**config.mk**
```make
export PLATFORM = sky130hd
export DESIGN_NAME = opalkelly_pipe_deframer_flat
export DESIGN_NICKNAME = d
export VERILOG_FILES = /design/src/rtl/opalkelly_pipe_deframer_pkg.sv /design/src/rtl/opalkelly_pipe_deframer_if.sv /design/src/rtl/opalkelly_pipe_deframer_skid.sv /design/src/rtl/opalkelly_pipe_deframer.sv /design/src/flat_wrapper.sv
export SDC_FILE = /design/constraint.sdc
export NUM_CORES = 1
export LEC_CHECK = 0
export CORE_UTILIZATION = 30
export CTS_BUF_LIST = sky130_fd_sc_hd__clkbuf_2 sky130_fd_sc_hd__clkbuf_4 sky130_fd_sc_hd__clkbuf_8
export DETAILED_ROUTE_END_ITERATION = 6
export PLACE_DENSITY = 0.45
export SYNTH_ARGS = -nofsm -noshare
export SYNTH_HDL_FRONTEND = slang
export SYNTH_SLANG_ARGS = --single-unit
```
**constraint.sdc**
```tcl
create_clock -name sys_clk -period 3.2 [get_ports sys_clk]
set_input_delay 0.96 -clock sys_clk [delete_from_list [all_inputs] [get_ports sys_clk]]
set_output_delay 0.96 -clock sys_clk [all_outputs]
set_load 0.05 [all_outputs]
```
**src/rtl/opalkelly_pipe_deframer_pkg.sv**
```systemverilog
// Shared definitions for the pipe deframer: FSM state encoding, default sync byte, beat layout.
package opalkelly_pipe_deframer_pkg;

   typedef enum logic [1:0] {
      StHunt    = 2'd0,
      StPayload = 2'd1,
      StCheck   = 2'd2
   } state_e;

   localparam logic [7:0]  DefaultSync = 8'hA5;

   typedef struct packed {
      logic [15:0] data;
      logic        first;
      logic        last;
   } beat_t;

   localparam int unsigned BeatWidth = $bits(beat_t);

   // A header carries the sync byte and a non-zero payload length.
   function automatic logic is_header(input logic [15:0] word, input logic [7:0] sync);
      return (word[15:8] == sync) && (word[7:0] != 8'd0);
   endfunction

endpackage

```
**src/rtl/opalkelly_pipe_deframer_if.sv**
```systemverilog
// Bridge-side pop handshake, payload stream and packet status of the pipe deframer.
interface opalkelly_pipe_deframer_if #(
   parameter int unsigned ERR_WIDTH = 8
);
   logic                 sys_rx_ready;
   logic                 sys_rx_valid;
   logic [15:0]          sys_rx;
   logic                 out_valid;
   logic                 out_ready;
   logic [15:0]          out_data;
   logic                 out_first;
   logic                 out_last;
   logic                 pkt_ok;
   logic                 pkt_err;
   logic [ERR_WIDTH-1:0] err_count;

   modport master (
      output sys_rx_ready, out_valid, out_data, out_first, out_last, pkt_ok, pkt_err, err_count,
      input  sys_rx_valid, sys_rx, out_ready
   );

   modport slave (
      input  sys_rx_ready, out_valid, out_data, out_first, out_last, pkt_ok, pkt_err, err_count,
      output sys_rx_valid, sys_rx, out_ready
   );
endinterface

```
**src/rtl/opalkelly_pipe_deframer_skid.sv**
```systemverilog
// Two-entry registered FIFO; push and pop may coincide at any occupancy, including full.
module pipe_skid_buffer #(
   parameter int unsigned WIDTH = 18
) (
   input  logic             clk,
   input  logic             rst_n,
   input  logic             i_push,
   input  logic [WIDTH-1:0] i_data,
   input  logic             i_pop,
   output logic [WIDTH-1:0] o_data,
   output logic [1:0]       o_count,
   output logic             o_empty
);

   logic [WIDTH-1:0] r_mem [2];
   logic             r_wr_ptr;
   logic             r_rd_ptr;
   logic [1:0]       r_count;
   logic             w_push;
   logic             w_pop;

   assign w_pop  = i_pop && (r_count != 2'd0);
   // When full, a push is only legal because the head leaves in the same cycle.
   assign w_push = i_push && ((r_count != 2'd2) || w_pop);

   always_ff @(posedge clk or negedge rst_n) begin
      if (!rst_n) begin
         r_mem[0] <= '0;
         r_mem[1] <= '0;
         r_wr_ptr <= 1'b0;
         r_rd_ptr <= 1'b0;
         r_count  <= 2'd0;
      end else begin
         if (w_push) begin
            r_mem[r_wr_ptr] <= i_data;
            r_wr_ptr        <= ~r_wr_ptr;
         end
         if (w_pop) begin
            r_rd_ptr <= ~r_rd_ptr;
         end
         if (w_push && !w_pop) begin
            r_count <= r_count + 2'd1;
         end else if (!w_push && w_pop) begin
            r_count <= r_count - 2'd1;
         end
      end
   end

   assign o_data  = r_mem[r_rd_ptr];
   assign o_count = r_count;
   assign o_empty = (r_count == 2'd0);

endmodule

```
**src/rtl/opalkelly_pipe_deframer.sv**
```systemverilog
// Parses header/payload/checksum packets from the pipe bridge and streams the payload out.
// Optional mid-packet idle abort: define OPALKELLY_PIPE_DEFRAMER_TIMEOUT_EN.
module opalkelly_pipe_deframer
   import opalkelly_pipe_deframer_pkg::*;
#(
   parameter logic [7:0]  SYNC      = DefaultSync,
   parameter int unsigned ERR_WIDTH = 8,
   parameter int unsigned TIMEOUT   = 1024
) (
   input  logic                           sys_clk,
   input  logic                           sys_rst_n,
   opalkelly_pipe_deframer_if.master      bus
);

   state_e               r_state, w_state_d;
   logic [7:0]           r_remaining, w_remaining_d;
   logic [15:0]          r_sum, w_sum_d;
   logic                 r_first, w_first_d;
   logic                 r_rx_ready;
   logic                 r_pkt_ok, w_pkt_ok_d;
   logic                 r_pkt_err, w_pkt_err_d;
   logic [ERR_WIDTH-1:0] r_err_count;
   logic                 w_err_inc;
   logic                 w_push;
   beat_t                w_push_beat;
   logic                 w_pop;
   logic [BeatWidth-1:0] w_head_raw;
   beat_t                w_head;
   logic [1:0]           w_count;
   logic                 w_empty;
   logic [1:0]           w_occupancy;
   logic                 w_rx_ready;

`ifdef OPALKELLY_PIPE_DEFRAMER_TIMEOUT_EN
   localparam int unsigned          IdleWidth = $clog2(TIMEOUT + 1);
   localparam logic [IdleWidth-1:0] IdleLast  = IdleWidth'(TIMEOUT - 1);
   logic [IdleWidth-1:0] r_idle, w_idle_d;
`endif

   // Every requested word is guaranteed a slot: in-flight request plus stored beats stay <= 2.
   assign w_occupancy = w_count + {1'b0, r_rx_ready};
   assign w_rx_ready  = sys_rst_n && (w_occupancy < 2'd2);

   always_comb begin
      w_state_d     = r_state;
      w_remaining_d = r_remaining;
      w_sum_d       = r_sum;
      w_first_d     = r_first;
      w_push        = 1'b0;
      w_push_beat   = '{data: bus.sys_rx, first: r_first, last: (r_remaining == 8'd1)};
      w_pkt_ok_d    = 1'b0;
      w_pkt_err_d   = 1'b0;
      w_err_inc     = 1'b0;
      if (bus.sys_rx_valid) begin
         unique case (r_state)
            StHunt: begin
               if (is_header(bus.sys_rx, SYNC)) begin
                  w_remaining_d = bus.sys_rx[7:0];
                  w_sum_d       = 16'd0;
                  w_first_d     = 1'b1;
                  w_state_d     = StPayload;
               end else begin
                  w_err_inc = 1'b1;
               end
            end
            StPayload: begin
               w_push        = 1'b1;
               w_sum_d       = r_sum + bus.sys_rx;
               w_remaining_d = r_remaining - 8'd1;
               w_first_d     = 1'b0;
               if (r_remaining == 8'd1) begin
                  w_state_d = StCheck;
               end
            end
            StCheck: begin
               if (bus.sys_rx == r_sum) begin
                  w_pkt_ok_d = 1'b1;
               end else begin
                  w_pkt_err_d = 1'b1;
                  w_err_inc   = 1'b1;
               end
               w_state_d = StHunt;
            end
            default: w_state_d = StHunt;
         endcase
      end
`ifdef OPALKELLY_PIPE_DEFRAMER_TIMEOUT_EN
      w_idle_d = '0;
      if ((r_state != StHunt) && !bus.sys_rx_valid) begin
         if (r_idle == IdleLast) begin
            w_pkt_err_d = 1'b1;
            w_err_inc   = 1'b1;
            w_state_d   = StHunt;
         end else begin
            w_idle_d = r_idle + 1'b1;
         end
      end
`endif
   end

   always_ff @(posedge sys_clk or negedge sys_rst_n) begin
      if (!sys_rst_n) begin
         r_state     <= StHunt;
         r_remaining <= 8'd0;
         r_sum       <= 16'd0;
         r_first     <= 1'b0;
         r_rx_ready  <= 1'b0;
         r_pkt_ok    <= 1'b0;
         r_pkt_err   <= 1'b0;
         r_err_count <= '0;
      end else begin
         r_state     <= w_state_d;
         r_remaining <= w_remaining_d;
         r_sum       <= w_sum_d;
         r_first     <= w_first_d;
         r_rx_ready  <= w_rx_ready;
         r_pkt_ok    <= w_pkt_ok_d;
         r_pkt_err   <= w_pkt_err_d;
         if (w_err_inc && (r_err_count != '1)) begin
            r_err_count <= r_err_count + 1'b1;
         end
      end
   end

`ifdef OPALKELLY_PIPE_DEFRAMER_TIMEOUT_EN
   always_ff @(posedge sys_clk or negedge sys_rst_n) begin
      if (!sys_rst_n) begin
         r_idle <= '0;
      end else begin
         r_idle <= w_idle_d;
      end
   end
`endif

   pipe_skid_buffer #(
      .WIDTH (BeatWidth)
   ) u_skid (
      .clk     (sys_clk),
      .rst_n   (sys_rst_n),
      .i_push  (w_push),
      .i_data  (w_push_beat),
      .i_pop   (w_pop),
      .o_data  (w_head_raw),
      .o_count (w_count),
      .o_empty (w_empty)
   );

   assign w_head = beat_t'(w_head_raw);
   assign w_pop  = bus.out_ready && !w_empty;

   assign bus.sys_rx_ready = w_rx_ready;
   assign bus.out_valid    = !w_empty;
   assign bus.out_data     = w_head.data;
   assign bus.out_first    = w_head.first;
   assign bus.out_last     = w_head.last;
   assign bus.pkt_ok       = r_pkt_ok;
   assign bus.pkt_err      = r_pkt_err;
   assign bus.err_count    = r_err_count;

endmodule
```
**src/flat_wrapper.sv**
```systemverilog
// flat-port wrapper written by rule: the top's interface ports become plain ports
module opalkelly_pipe_deframer_flat import opalkelly_pipe_deframer_pkg::*;
#(
   parameter logic [7:0]  SYNC      = DefaultSync,
   parameter int unsigned ERR_WIDTH = 8,
   parameter int unsigned TIMEOUT   = 1024
)
  (sys_clk, sys_rst_n, bus_sys_rx_ready, bus_out_valid, bus_out_data, bus_out_first, bus_out_last, bus_pkt_ok, bus_pkt_err, bus_err_count, bus_sys_rx_valid, bus_sys_rx, bus_out_ready);
  opalkelly_pipe_deframer_if #(.ERR_WIDTH(ERR_WIDTH)) bus_i ();
  input  logic sys_clk;
  input  logic sys_rst_n;
  output wire logic [$bits(bus_i.sys_rx_ready)-1:0] bus_sys_rx_ready;
  output wire logic [$bits(bus_i.out_valid)-1:0] bus_out_valid;
  output wire logic [$bits(bus_i.out_data)-1:0] bus_out_data;
  output wire logic [$bits(bus_i.out_first)-1:0] bus_out_first;
  output wire logic [$bits(bus_i.out_last)-1:0] bus_out_last;
  output wire logic [$bits(bus_i.pkt_ok)-1:0] bus_pkt_ok;
  output wire logic [$bits(bus_i.pkt_err)-1:0] bus_pkt_err;
  output wire logic [$bits(bus_i.err_count)-1:0] bus_err_count;
  input wire logic [$bits(bus_i.sys_rx_valid)-1:0] bus_sys_rx_valid;
  input wire logic [$bits(bus_i.sys_rx)-1:0] bus_sys_rx;
  input wire logic [$bits(bus_i.out_ready)-1:0] bus_out_ready;
  assign bus_sys_rx_ready = bus_i.sys_rx_ready;
  assign bus_out_valid = bus_i.out_valid;
  assign bus_out_data = bus_i.out_data;
  assign bus_out_first = bus_i.out_first;
  assign bus_out_last = bus_i.out_last;
  assign bus_pkt_ok = bus_i.pkt_ok;
  assign bus_pkt_err = bus_i.pkt_err;
  assign bus_err_count = bus_i.err_count;
  assign bus_i.sys_rx_valid = bus_sys_rx_valid;
  assign bus_i.sys_rx = bus_sys_rx;
  assign bus_i.out_ready = bus_out_ready;
  opalkelly_pipe_deframer #(.SYNC(SYNC), .ERR_WIDTH(ERR_WIDTH), .TIMEOUT(TIMEOUT)) u_core (.sys_clk(sys_clk), .sys_rst_n(sys_rst_n), .bus(bus_i));
endmodule
```
==> summary.md, run 1 <==
| Metric | Value |
|---|---|
| CTS H-Tree Depth | `3` |
| Warnings, synthesis | `0` |
| Synth Instances | `406` |
| Pre-CTS setup slack | `-0.3215 ns` |
| Max Clock Freq | `324.9 MHz` |
| Wirelength, routed | `10,860 um` |
| Post-CTS Hold Buffers | `0` |
| Hold path startpoint | `u_core.u_skid.r_mem[1]$_DFFE_PN0P_` |
| CP Class | `in2reg` |
| Status | `finished, final reports clean` |
| Final Hold Fails | `0` |
| Full die area | `14,880 sq um` |
| R2R Setup Slk | `0.86 ns` |
| Remaining global-route overflow | `0` |
| Clock Latency Late Sink | `0.37 ns` |
| Clock skew after layout | `0.01155 ns` |
| First-pass GRT wire length | `17,840 um` |
| Final hold slack | `0.4788 ns` |
| Slew Viols, Final | `0` |
| Port Buf Inserts | `49` |
| GR Util All Layers | `15.97%` |
| Period utilisation layout | `96.17%` |
| Data required time at the worst endpoint | `3.44 ns` |
| Starting density of the core | `30.99%` |
| Overall die width | `122.0 um` |
| Hold Path End | `u_core.u_skid.r_mem[1]$_DFFE_PN0P_` |
| Largest net degree at the start of global routing | `79` |
| Drt first pass iters | `4` |
| Max cap viols | `0` |
| Worst r2r path cells | `11` |
| Reg-to-Reg Start | `u_core.r_sum[0]$_DFFE_PN0P_` |
| Final Non-Filler Cells | `695` |
| Routability cong. | `0.8120` |
| Clk buf depth | `2` |
| Drt first-iter violations | `188` |
| CP cell instances | `clkdlybuf4s50_1, ha_1, or4_1, nor4_2, and4_1, a211o_1, buf_4, nor3_1, xor2_1` |
| Synth Area per Inst | `10.64 sq um` |
| CORE AREA | `13,930 sq um` |
| Share of the synthesized area in the top cell type | `45.20%` |
| Synth top cells by count | `dfrtp_1, mux2_2, o21ai_0` |
| Vias in the first global route | `3,426` |
| Average wire per standard cell | `15.63 um` |
| Syn-to-layout area delta | `30.28%` |
| Final min period | `3.077 ns` |
| Detail Route Antenna Nets | `0` |
| Diodes inserted | `0` |
| DP Wirelength | `7960 um` |
| I/O pins | `50` |
| CP Buf/Inv Count | `2` |
| Hold depth | `2` |
| Total number of vias | `3,415` |
| Static Leak | `2.481 nW` |
| RSZ-0062 raised after global routing | `false` |
| TritonCTS Sinks | `78` |
| RR Endpoint | `u_core.r_sum[10]$_DFFE_PN0P_` |
| CTS tree | `yes` |
| PwrDens | `1021 nW/um^2` |
| Top cells by area, synth | `dfrtp_1, mux2_2, ha_1` |
| Total Power | `5.743 mW` |
| CTS Buf Count | `9` |
| Count leader, synth | `dfrtp_1` |
| Placed Cells | `678` |
| Core Util, Final | `40.37%` |
| Sequential-to-total area share from yosys stat | `45.20%` |
| Fraction of registers with async set/reset | `100.0%` |
| Die Ht | `122.0 um` |
| Cell Area, Synth | `4318 sq um` |
| Endpoint type of the worst setup path | `flop` |
| Synth area leader | `dfrtp_1` |
| Avg Vias per Cell | `4.914` |
| Cell family with most CP delay | `simple AND/OR/NAND/NOR gates` |
| Final WS setup | `0.1225 ns` |
| Crit path largest cell delay | `0.57 ns` |
| Critical path arrival | `3.32 ns` |
| Clock-pin slew on the worst setup and hold paths | `0.08 ns` |
| Layout cell share with drive strength beyond 1 | `27.77%` |
| Crit-path max FO | `4` |
| Measured slew at the worst slew-check pin | `1.032 ns` |
| Worst hold path type | `reg2reg` |
| CP Launch Type | `input port` |
| Post-synth EDFFs | `0` |
| Relative slew slack | `31.23%` |
| Max VDD drop | `0.0004729 V` |
| Top_reg_cell synth | `dfrtp_1` |
| Clk root buf | `clkbuf_8` |
| Setup-failing EPs final | `0` |
| Synth Register Bits | `78` |
| Post-Syn Nets | `446` |
| Yosys cell types | `60` |
| Initial antenna violation count | `0` |
| Fin nets | `550` |
| DR DRC count | `0` |
| FP Rows | `43` |
| Critical path's slowest cell | `or4_1` |
[placed cells by master (no fill, tap or decap), types with 2 or more instances in the layout]
cell             instances
dfrtp_1                 78
buf_4                   65
mux2_2                  50
clkdlybuf4s50_1         46
o21ai_0                 29
nand2_1                 28
nor2_1                  21
ha_1                    18
a21oi_1                 17
inv_1                   14
nand3_1                 14
xor2_1                  12
clkbuf_8                 9
xnor2_1                  7
a21o_1                   7
and3_1                   6
nor3_1                   6
nor2b_1                  5
o21a_1                   4
or4_1                    4
nor4_1                   4
o31ai_1                  4
a32o_1                   4
or3_1                    4
nand4b_1                 3
a211oi_1                 3
nand4_1                  3
o22a_1                   3
clkinv_2                 3
nor4_2                   2
and4_1                   2
o21ai_2                  2
nand2b_1                 2
a311oi_1                 2
nand3b_1                 2
o22ai_1                  2
a22o_1                   2
clkinv_4                 2
[report_power, final]
part / internal, mW / switching [mW] / total, mW / leakage (nW)
Sequential: 1.42 / 0.288 / 1.70 / 0.945
Clock: 0.368 / 0.381 / 0.749 / 0.103
Combinational: 1.51 / 1.78 / 3.29 / 1.43
[state kept, by name (all words and copies together) (netlist names)]
name / flops
u_core.r_state: 2
u_core.r_remaining: 8
u_core.bus.err_count: 8
u_core.r_first: 1
u_core.u_skid.r_mem: 36
u_core.r_sum: 16
u_core.u_skid.o_count: 2
u_core.bus.pkt_ok: 1
u_core.u_skid.r_rd_ptr: 1
u_core.bus.pkt_err: 1
u_core.u_skid.r_wr_ptr: 1
u_core.r_rx_ready: 1
[area by class of cell]
class	instances	area, sq um
clock inverters	6	62.56
inverters	14	52.55
well taps	180	225.2
fillers	1364	8309
repair buffers	112	968.4
clock buffers	10	131.4
flip-flops and latches	78	1952
multi-input cells	295	2233
[layer usage]
| layer | global-route usage, % | vias to the layer above | part of all wire (%) |
|---|---|---|---|
| li1 | - | 1697 | - |
| met1 | 21.74 | 1662 | 49 |
| met2 | 24.72 | 46 | 46 |
| met3 | 4.026 | 10 | 3.4 |
| met4 | 4.938 | 0 | 1.2 |
| met5 | 0 | - | 0 |
[tightest hold or removal path: cells and delay by family (launching register included)]
family	cells	cell delay, ns
simple gates	1	0.04
compound gates	1	0.06
flops	1	0.34
[cells by family (layout without fill, tap and decap cells)]
group,after synthesis,count (layout),synth area share [%]
adder cells (fa/ha/maj),20,20,5.969
AO/OA/AOI/OAI,92,92,14.34
multiplexers,51,51,13.27
buffers and inverters,33,142,3.767
flip-flops,78,78,45.20
XOR/XNOR,19,19,3.854
AND/OR/NAND/NOR,113,113,13.59
[per-stage QoR]
step | instance area [sq um] | setup TNS, ns
2_1_floorplan | 4318 | 0
3_3_place_gp | 5394 | -6.831
3_5_place_dp | 5394 | -6.070
4_1_cts | 5588 | 0
5_1_grt | 5625 | 0
6_report | 5625 | 0
[how the worst max path moves through the flow]
| stage | slack (ns) | cells after the start | start | endpoint |
|---|---|---|---|---|
| after floorplan | 0.33 | 7 | bus_sys_rx[6] | u_core.bus.err_count[1]$_DFFE_PN0P_ |
| after global placement | -0.36 | 10 | bus_sys_rx[1] | u_core.bus.err_count[5]$_DFFE_PN0P_ |
| after detailed placement | -0.32 | 9 | bus_sys_rx[5] | u_core.bus.err_count[5]$_DFFE_PN0P_ |
| after CTS | 0.07 | 9 | bus_sys_rx[5] | u_core.bus.err_count[5]$_DFFE_PN0P_ |
| after global routing | 0.003 | 9 | bus_sys_rx[6] | u_core.bus.err_count[5]$_DFFE_PN0P_ |
| final | 0.12 | 9 | bus_sys_rx[6] | u_core.bus.err_count[5]$_DFFE_PN0P_ |
[what timing repair did]
action                                  4_1_cts  5_1_grt
setup buffers                                 0        1
endpoints found under the setup margin        0        7
resized for setup                             0        5
No activity file was read; power rests on OpenSTA's default activity.
==> run 2: changes to the inputs <==
==> constraint.sdc (replaced) <==
create_clock -name sys_clk -period 3.5 [get_ports sys_clk]
set_input_delay 1.05 -clock sys_clk [delete_from_list [all_inputs] [get_ports sys_clk]]
set_output_delay 1.05 -clock sys_clk [all_outputs]
set_load 0.05 [all_outputs]
==> summary.md, run 2 (synthesis gave the netlist of run 1 again) <==
| Metric | Value |
|---|---|
| Status | `finished, final reports clean` |
| Syn-to-layout area delta | `27.18%` |
| Wirelength, routed | `11,160 um` |
| Starting density of the core | `30.99%` |
| RR Endpoint | `u_core.bus.err_count[5]$_DFFE_PN0P_` |
| Critical path's slowest cell | `or4_1` |
| Final min period | `3.184 ns` |
| Initial antenna violation count | `0` |
| First-pass GRT wire length | `17,910 um` |
| Pre-CTS setup slack | `-0.1093 ns` |
| Clock skew after layout | `0.006185 ns` |
| I/O pins | `50` |
| Static Leak | `2.398 nW` |
| Biggest register | `u_core.u_skid.r_mem` |
| Top flop regs | `u_core.u_skid.r_mem (36), u_core.r_sum (16)` |
| Max Clock Freq | `314.1 MHz` |
| Final hold slack | `0.4874 ns` |
| Crit path largest cell delay | `0.52 ns` |
| Overall die width | `122.0 um` |
| FP Rows | `43` |
| Critical path arrival | `3.44 ns` |
| Max VDD drop | `0.0006154 V` |
| Uppermost layer routed | `met4` |
| Clock-pin slew on the worst setup and hold paths | `0.08 ns` |
| DR DRC count | `0` |
| TritonCTS Sinks | `78` |
| Period utilisation layout | `90.97%` |
| Layout cell share with drive strength beyond 1 | `24.65%` |
| Hold depth | `2` |
| Data required time at the worst endpoint | `3.75 ns` |
| # Post-CTS Setup Buffers | `0` |
| CTS H-Tree Depth | `3` |
| Drt first-iter violations | `185` |
| Measured slew at the worst slew-check pin | `1.041 ns` |
| Relative slew slack | `30.57%` |
| PwrDens | `948.0 nW/um^2` |
| Diodes inserted | `0` |
| Met2 wire length | `5284 um` |
| M1 WL | `5239 um` |
| Full die area | `14,880 sq um` |
| Post-CTS Hold Buffers | `0` |
| Crit-path max FO | `4` |
| CTS tree | `yes` |
| Reg-to-Reg Start | `u_core.r_sum[8]$_DFFE_PN0P_` |
| CP Launch Type | `input port` |
| CTS Buf Count | `9` |
| # resized after CTS | `0` |
| Largest net degree at the start of global routing | `79` |
| Final Hold Fails | `0` |
| Clk root buf | `clkbuf_8` |
| Die Ht | `122.0 um` |
| Average wire per standard cell | `16.43 um` |
| Routability cong. | `0.7998` |
| Commonest cells after routing, fill and taps aside | `dfrtp_1, mux2_2, buf_4` |
| Clock Latency Late Sink | `0.37 ns` |
| Detail Route Antenna Nets | `0` |
| CP Buf/Inv Count | `2` |
| Max reg flops | `36` |
| CP Class | `in2reg` |
| Vias in the first global route | `3,408` |
| Endpoint type of the worst setup path | `flop` |
| Worst r2r path cells | `8` |
| Worst hold path type | `reg2reg` |
| R2R Setup Slk | `1.13 ns` |
| Total number of vias | `3,478` |
| RSZ-0062 raised after global routing | `false` |
| Hold Path End | `u_core.u_skid.r_mem[1]$_DFFE_PN0P_` |
| Final WS setup | `0.3161 ns` |
| Slew Viols, Final | `0` |
| Core Util, Final | `39.41%` |
| Clk buf depth | `2` |
| Fin nets | `534` |
| Most common cell after layout, fill and taps aside | `dfrtp_1` |
| Met3 wire length | `505 um` |
| Avg Vias per Cell | `5.122` |
| DP Wirelength | `8101 um` |
| Cell family with most CP delay | `simple AND/OR/NAND/NOR gates` |
| Setup-failing EPs final | `0` |
| Drt first pass iters | `5` |
| Max cap viols | `0` |
| Hold path startpoint | `u_core.u_skid.r_mem[1]$_DFFE_PN0P_` |
| CP cell instances | `clkdlybuf4s50_1, ha_1, or4_1, nor4_1, and4_1, a211o_1, buf_4, nor3_1, xor2_1` |
| GR Util All Layers | `16.09%` |
| Remaining global-route overflow | `0` |
| Port Buf Inserts | `49` |
| CORE AREA | `13,930 sq um` |
-- run 2: final cells by class --
class | count | area, sq um
fill | 1378 | 8443
multi-input combinational | 295 | 2203
sequential | 78 | 1952
timing repair buffer | 96 | 860.8
tap | 180 | 225.2
clock buffer | 11 | 138.9
clock inverter | 5 | 58.81
inverter | 14 | 52.55
-- run 2: per-layer routing --
metal | GRT usage [%] | vias to the layer above
li1 | - | 1668
met1 | 21.04 | 1726
met2 | 25.64 | 73
met3 | 4.635 | 11
met4 | 4.630 | 0
met5 | 0 | -
-- run 2: how the worst max path moves through the flow --
stage	start	end	slack (ns)	cells past startpoint
2_1_floorplan	bus_sys_rx[6]	u_core.bus.err_count[1]$_DFFE_PN0P_	0.54	7
3_3_place_gp	bus_sys_rx[0]	u_core.r_sum[14]$_DFFE_PN0P_	-0.06	10
3_5_place_dp	bus_sys_rx[0]	u_core.r_sum[14]$_DFFE_PN0P_	-0.11	10
4_1_cts	bus_sys_rx[0]	u_core.r_sum[14]$_DFFE_PN0P_	0.30	10
5_1_grt	bus_sys_rx[0]	u_core.r_sum[14]$_DFFE_PN0P_	0.12	10
6_report	bus_sys_rx[5]	u_core.bus.err_count[5]$_DFFE_PN0P_	0.32	9
-- run 2: where the power goes --
part	switching, mW	leakage (nW)	internal [mW]	total, mW
logic	1.62	1.36	1.32	2.94
clock network	0.362	0.0968	0.347	0.709
registers	0.263	0.945	1.29	1.56
total	2.25	2.40	2.96	5.21
-- run 2: per-stage QoR --
| stage | setup TNS [ns] | cells | instance area, sq um | power (mW) |
|---|---|---|---|---|
| detailed placement | -0.6600 | 663 | 5294 | 4.530 |
| finish | 0 | 679 | 5492 | 5.206 |
| floorplan | 0 | 406 | 4318 | 3.573 |
| global placement | -0.1732 | 663 | 5294 | 4.488 |
| CTS | 0 | 679 | 5492 | 5.268 |
| global route | 0 | 679 | 5492 | 5.583 |
-- run 2: worst reg2reg max path, cell delays in order, from the launching register on --
cell     delay [ns]
dfrtp_1        0.39
ha_1           0.33
or4_1          0.50
nor4_1         0.18
and4_1         0.29
a211o_1        0.23
buf_4          0.15
nor3_1         0.05
xor2_1         0.14
==> run 3: changes to the inputs <==
--- a/config.mk
+++ b/config.mk
@@ -5,10 +5,12 @@
 export SDC_FILE = /design/constraint.sdc
 export NUM_CORES = 1
 export LEC_CHECK = 0
-export CORE_UTILIZATION = 30
+export CORE_MARGIN = 2
+export CORE_UTILIZATION = 58
 export CTS_BUF_LIST = sky130_fd_sc_hd__clkbuf_2 sky130_fd_sc_hd__clkbuf_4 sky130_fd_sc_hd__clkbuf_8
 export DETAILED_ROUTE_END_ITERATION = 6
-export PLACE_DENSITY = 0.45
+export GPL_TIMING_DRIVEN = 1
+export PLACE_DENSITY = 0.79
 export SYNTH_ARGS = -nofsm -noshare
 export SYNTH_HDL_FRONTEND = slang
 export SYNTH_SLANG_ARGS = --single-unit
==> summary.md, run 3 (synthesis gave the netlist of run 1 again) <==
| Metric | Value |
|---|---|
| Core Util, Final | `73.90%` |
| Clk root buf | `clkbuf_8` |
| Sw Ratio | `42.89%` |
| Slew Viols, Final | `0` |
| DP Wirelength | `7575 um` |
| Max VDD drop | `0.0007091 V` |
| Area of the multi-input gates | `2203 sq um` |
| GRT busiest layer | `met2` |
| Status | `finished, final reports clean` |
| Drt first-iter violations | `298` |
| Total number of vias | `3,574` |
| CORE AREA | `7214 sq um` |
| Met2 usage | `46.43%` |
| # resized after CTS | `0` |
| Final Hold Fails | `0` |
| Top flop regs | `u_core.u_skid.r_mem (36), u_core.r_sum (16)` |
| Endpoint type of the worst setup path | `flop` |
| Fin nets | `522` |
| First-pass GRT wire length | `17,860 um` |
| Clock Latency Late Sink | `0.34 ns` |
| Data required time at the worst endpoint | `3.74 ns` |
| Measured slew at the worst slew-check pin | `0.7695 ns` |
| Average wire per standard cell | `17.96 um` |
| Hold Path End | `u_core.u_skid.r_wr_ptr$_DFFE_PN0N_` |
| GR Util All Layers | `27.20%` |
| Max Clock Freq | `295.9 MHz` |
| I/O pins | `50` |
| Max cap viols | `0` |
| PwrDens | `984.4 nW/um^2` |
| FP Rows | `31` |
| Overall die width | `90.28 um` |
| Grt met1 use | `36.30%` |
| Layout cell share with drive strength beyond 1 | `22.59%` |
| Port Buf Inserts | `49` |
| Hold depth | `1` |
| Die Ht | `90.28 um` |
| Initial antenna violation count | `0` |
| Vias in the first global route | `3,599` |
| RSZ-0062 raised after global routing | `false` |
| CTS tree | `yes` |
| Max reg flops | `36` |
| Syn-to-layout area delta | `23.47%` |
| CP Launch Type | `input port` |
| R2R Setup Slk | `0.99 ns` |
| Switching Power | `2.251 mW` |
| Hold path startpoint | `u_core.u_skid.r_wr_ptr$_DFFE_PN0N_` |
| Setup TNS Final | `0 ns` |
| RR Endpoint | `u_core.r_sum[14]$_DFFE_PN0P_` |
| Wirelength, routed | `10,520 um` |
| Avg Vias per Cell | `6.099` |
| Reg power frac | `30.0%` |
| Seq. cell area | `1952 sq um` |
| Routability cong. | `0.9292` |
| Relative slew slack | `48.69%` |
| DR DRC count | `0` |
| Filler cells | `545` |
| Clk buf depth | `2` |
| Full die area | `8150 sq um` |
| M3 GR Usage | `4.424%` |
| Static Leak | `2.352 nW` |
| CP Class | `in2reg` |
| Clock skew after layout | `0.01004 ns` |
| Critical path arrival | `3.62 ns` |
| Final hold slack | `0.4881 ns` |
| Clock power frac | `14.7%` |
| Starting density of the core | `59.85%` |
| Commonest cells after routing, fill and taps aside | `dfrtp_1, mux2_2, clkdlybuf4s50_1` |
| Internal Pwr Total | `2.997 mW` |
| Biggest register | `u_core.u_skid.r_mem` |
| Worst r2r path cells | `9` |
| Worst hold path type | `reg2reg` |
| Detail Route Antenna Nets | `0` |
| Final min period | `3.380 ns` |
| Crit-path max FO | `4` |
| CTS H-Tree Depth | `3` |
| Area after DPL | `5105 sq um` |
| Clock-pin slew on the worst setup and hold paths | `0.08 ns` |
| Period utilisation layout | `96.57%` |
| Post-CTS Hold Buffers | `0` |
| Post-route cell area | `5331 sq um` |
| Reg-to-Reg Start | `u_core.r_sum[0]$_DFFE_PN0P_` |
| Most common cell after layout, fill and taps aside | `dfrtp_1` |
| Drt first pass iters | `5` |
| TritonCTS Sinks | `78` |
| Setup-failing EPs final | `0` |
| Largest net degree at the start of global routing | `54` |
| CTS Buf Count | `9` |
| Remaining global-route overflow | `0` |
| # Post-CTS Setup Buffers | `0` |
| Total Power | `5.248 mW` |
| Diodes inserted | `0` |
| Comb power frac | `55.3%` |
run 3: power groups by stage:
| stage | clock [mW] | combinational, mW | sequential [mW] |
|---|---|---|---|
| floorplan | 0 | 1.99 | 1.58 |
| CTS | 0.773 | 2.90 | 1.57 |
| detailed placement | 0 | 2.87 | 1.58 |
| global route | 0.819 | 3.12 | 1.62 |
| global placement | 0 | 2.81 | 1.55 |
| finish | 0.769 | 2.90 | 1.58 |
run 3: per-layer routing:
layer,share of wire (%),routed length (um)
met2,51,5401
met4,1.4,148
met1,42,4448
met3,5.0,523
met5,0,0
run 3: final cells by class:
| type | instances | share of cell area, % |
|---|---|---|
| multi-input combinational | 295 | 41.33 |
| tap | 99 | 2.323 |
| clock inverter | 5 | 1.525 |
| timing repair buffer | 84 | 14.50 |
| sequential | 78 | 36.61 |
| clock buffer | 11 | 2.722 |
| inverter | 14 | 0.9857 |
run 3: metrics by stage:
step           cells  worst slack (ns)
2_1_floorplan    406            0.5431
3_3_place_gp     570          -0.02990
3_5_place_dp     570           -0.1944
4_1_cts          586            0.1631
5_1_grt          586          0.009849
6_report         586            0.1202
run 3: critical path, stage by stage:
cell             delay (ns)
clkdlybuf4s50_1        0.52
ha_1                   0.19
inv_1                  0.06
fa_1                   0.41
nor2b_1                0.15
o21a_1                 0.15
o21ai_1                0.11
a2111oi_0              0.56
o31ai_1                0.13
a32o_1                 0.28
run 3: worst max-delay path by stage:
stage | startpoint | endpoint | slack (ns) | cells past startpoint
finish | bus_sys_rx[0] | u_core.r_sum[14]$_DFFE_PN0P_ | 0.12 | 10
CTS | bus_sys_rx[0] | u_core.r_sum[14]$_DFFE_PN0P_ | 0.16 | 10
global placement | bus_sys_rx[0] | u_core.r_sum[14]$_DFFE_PN0P_ | -0.03 | 10
detailed placement | bus_sys_rx[0] | u_core.r_sum[14]$_DFFE_PN0P_ | -0.19 | 10
global route | bus_sys_rx[0] | u_core.r_sum[14]$_DFFE_PN0P_ | 0.01 | 10
floorplan | bus_sys_rx[6] | u_core.bus.err_count[1]$_DFFE_PN0P_ | 0.54 | 7
==> variant, RTL diff (flow settings as in run 3) <==
Build with the macro `OPALKELLY_PIPE_DEFRAMER_TIMEOUT_EN` defined.
--- a/src/rtl/opalkelly_pipe_deframer.sv
+++ b/src/rtl/opalkelly_pipe_deframer.sv
@@ -1,5 +1,7 @@
 // Parses header/payload/checksum packets from the pipe bridge and streams the payload out.
 // Optional mid-packet idle abort: define OPALKELLY_PIPE_DEFRAMER_TIMEOUT_EN.
+`define OPALKELLY_PIPE_DEFRAMER_TIMEOUT_EN
+
 module opalkelly_pipe_deframer
    import opalkelly_pipe_deframer_pkg::*;
 #(
Behaviour: same outputs for any inputs over 4 cycles, from zero or initial values and one cycle with sys_rst_n low; that may be too few to reach the edited logic, so the function may still have changed.
==> variant against run 3 <==
- design area up 9.8%
- worst setup slack better by 0.11 ns
- routed wire length up 5.5%
- via count up 8.6%
- largest cell class unchanged
- die area up 13%
- sequential cell count up 11
- the flow now finishes with violations (DRC)
- synthesized area up 13%
Power is not compared: it rests on default switching activity, and its combinational part moved more than twofold at a synthesized area within 25%.
==> variant: results <==
{
  "drive_gt1_share_pct": 20.9,
  "grt_max_degree": 50,
  "ys_seq_area_share_pct": 45.6,
  "grt_pass1_vias": 3750,
  "dpl.hpwl_um": 8060,
  "cp_max_fo": 14,
  "wl_met3_um": 556,
  "failed_checks": "DRC",
  "synthTopCellsByArea": "dfrtp_1 (46%), mux2_2 (12%), ha_1 (5.1%)",
  "synth.top_cells.by_count": "dfrtp_1 (89), mux2_2 (51), nor2_1 (33)",
  "reg2reg_slack_ns": 1.19,
  "synth_compound_area_share_pct": 13.2,
  "skew_ns": 0.0108,
  "synth_xor_area_share_pct": 4.84,
  "status": "finished with violations",
  "drtIter0Drc": 208,
  "cp.arrival_ns": 2.22,
  "yosys.area_share.adder_pct": 5.53,
  "dpl-instance-area_um2": 5620,
  "dr_wl_met2_um": 5270,
  "critPathMaxStageDelay_ns": 0.70,
  "remaining_drc_errors": 4,
  "wl_um": 11100,
  "grtUsageTotal_pct": 25.8,
  "dr.pass1.iters": 7,
  "synthMuxAreaShare_pct": 12.3,
  "worst_path_dominant_cell_family": "buffers and inverters",
  "wl_met1_um": 5100
}
-- variant: report_power, final --
group	total, mW	internal [mW]	switching, mW
clock	0.799	0.424	0.375
sequential	1.28	1.15	0.128
combinational	1.05	0.445	0.609
total	3.13	2.02	1.11
-- variant: cells by family (layout without fill, tap and decap cells) --
kind of cell | Yosys count | in the layout
simple gates | 151 | 151
xor+xnor | 27 | 27
flops | 89 | 89
buf+inv | 21 | 94
mux | 53 | 53
compound gates | 96 | 96
fa+ha+maj | 21 | 21
-- variant: metal layers --
| metal | global-route usage (%) | vias up |
|---|---|---|
| li1 | - | 1806 |
| met1 | 36.3 | 1931 |
| met2 | 41.4 | 126 |
| met3 | 3.99 | 19 |
| met4 | 7.98 | 0 |
| met5 | 0 | - |
-- variant: stage by stage --
stage / cells / power, mW / setup slack (ns)
final: 636 / 3.13 / 0.227
after global routing: 636 / 3.28 / 0.151
after global placement: 620 / 2.32 / 0.119
after detailed placement: 620 / 2.34 / 0.0590
after floorplan: 458 / 1.96 / 0.668
after CTS: 636 / 3.14 / 0.210
-- variant: final cells by class --
cell class                      count  area share, %
Clock buffer                       10           2.35
Clock inverter                      6           1.56
Inverter                            5          0.321
Multi-Input combinational cell    348           43.7
Sequential cell                    89           38.1
Tap cell                          105           2.24
Timing Repair Buffer               73           11.8
-- variant: worst max-delay path by stage --
stage / start / to / slack [ns] / cells after the start
2_1_floorplan: bus_sys_rx[0] / u_core.r_sum[8] / 0.67 / 8
3_3_place_gp: bus_sys_rx[1] / u_core.r_sum[15] / 0.12 / 8
3_5_place_dp: bus_sys_rx[0] / u_core.r_sum[8] / 0.06 / 10
4_1_cts: u_core.u_skid.r_rd_ptr / bus_out_data[14] / 0.21 / 3
5_1_grt: u_core.u_skid.r_rd_ptr / bus_out_data[13] / 0.15 / 3
6_report: u_core.u_skid.r_rd_ptr / bus_out_data[14] / 0.23 / 3
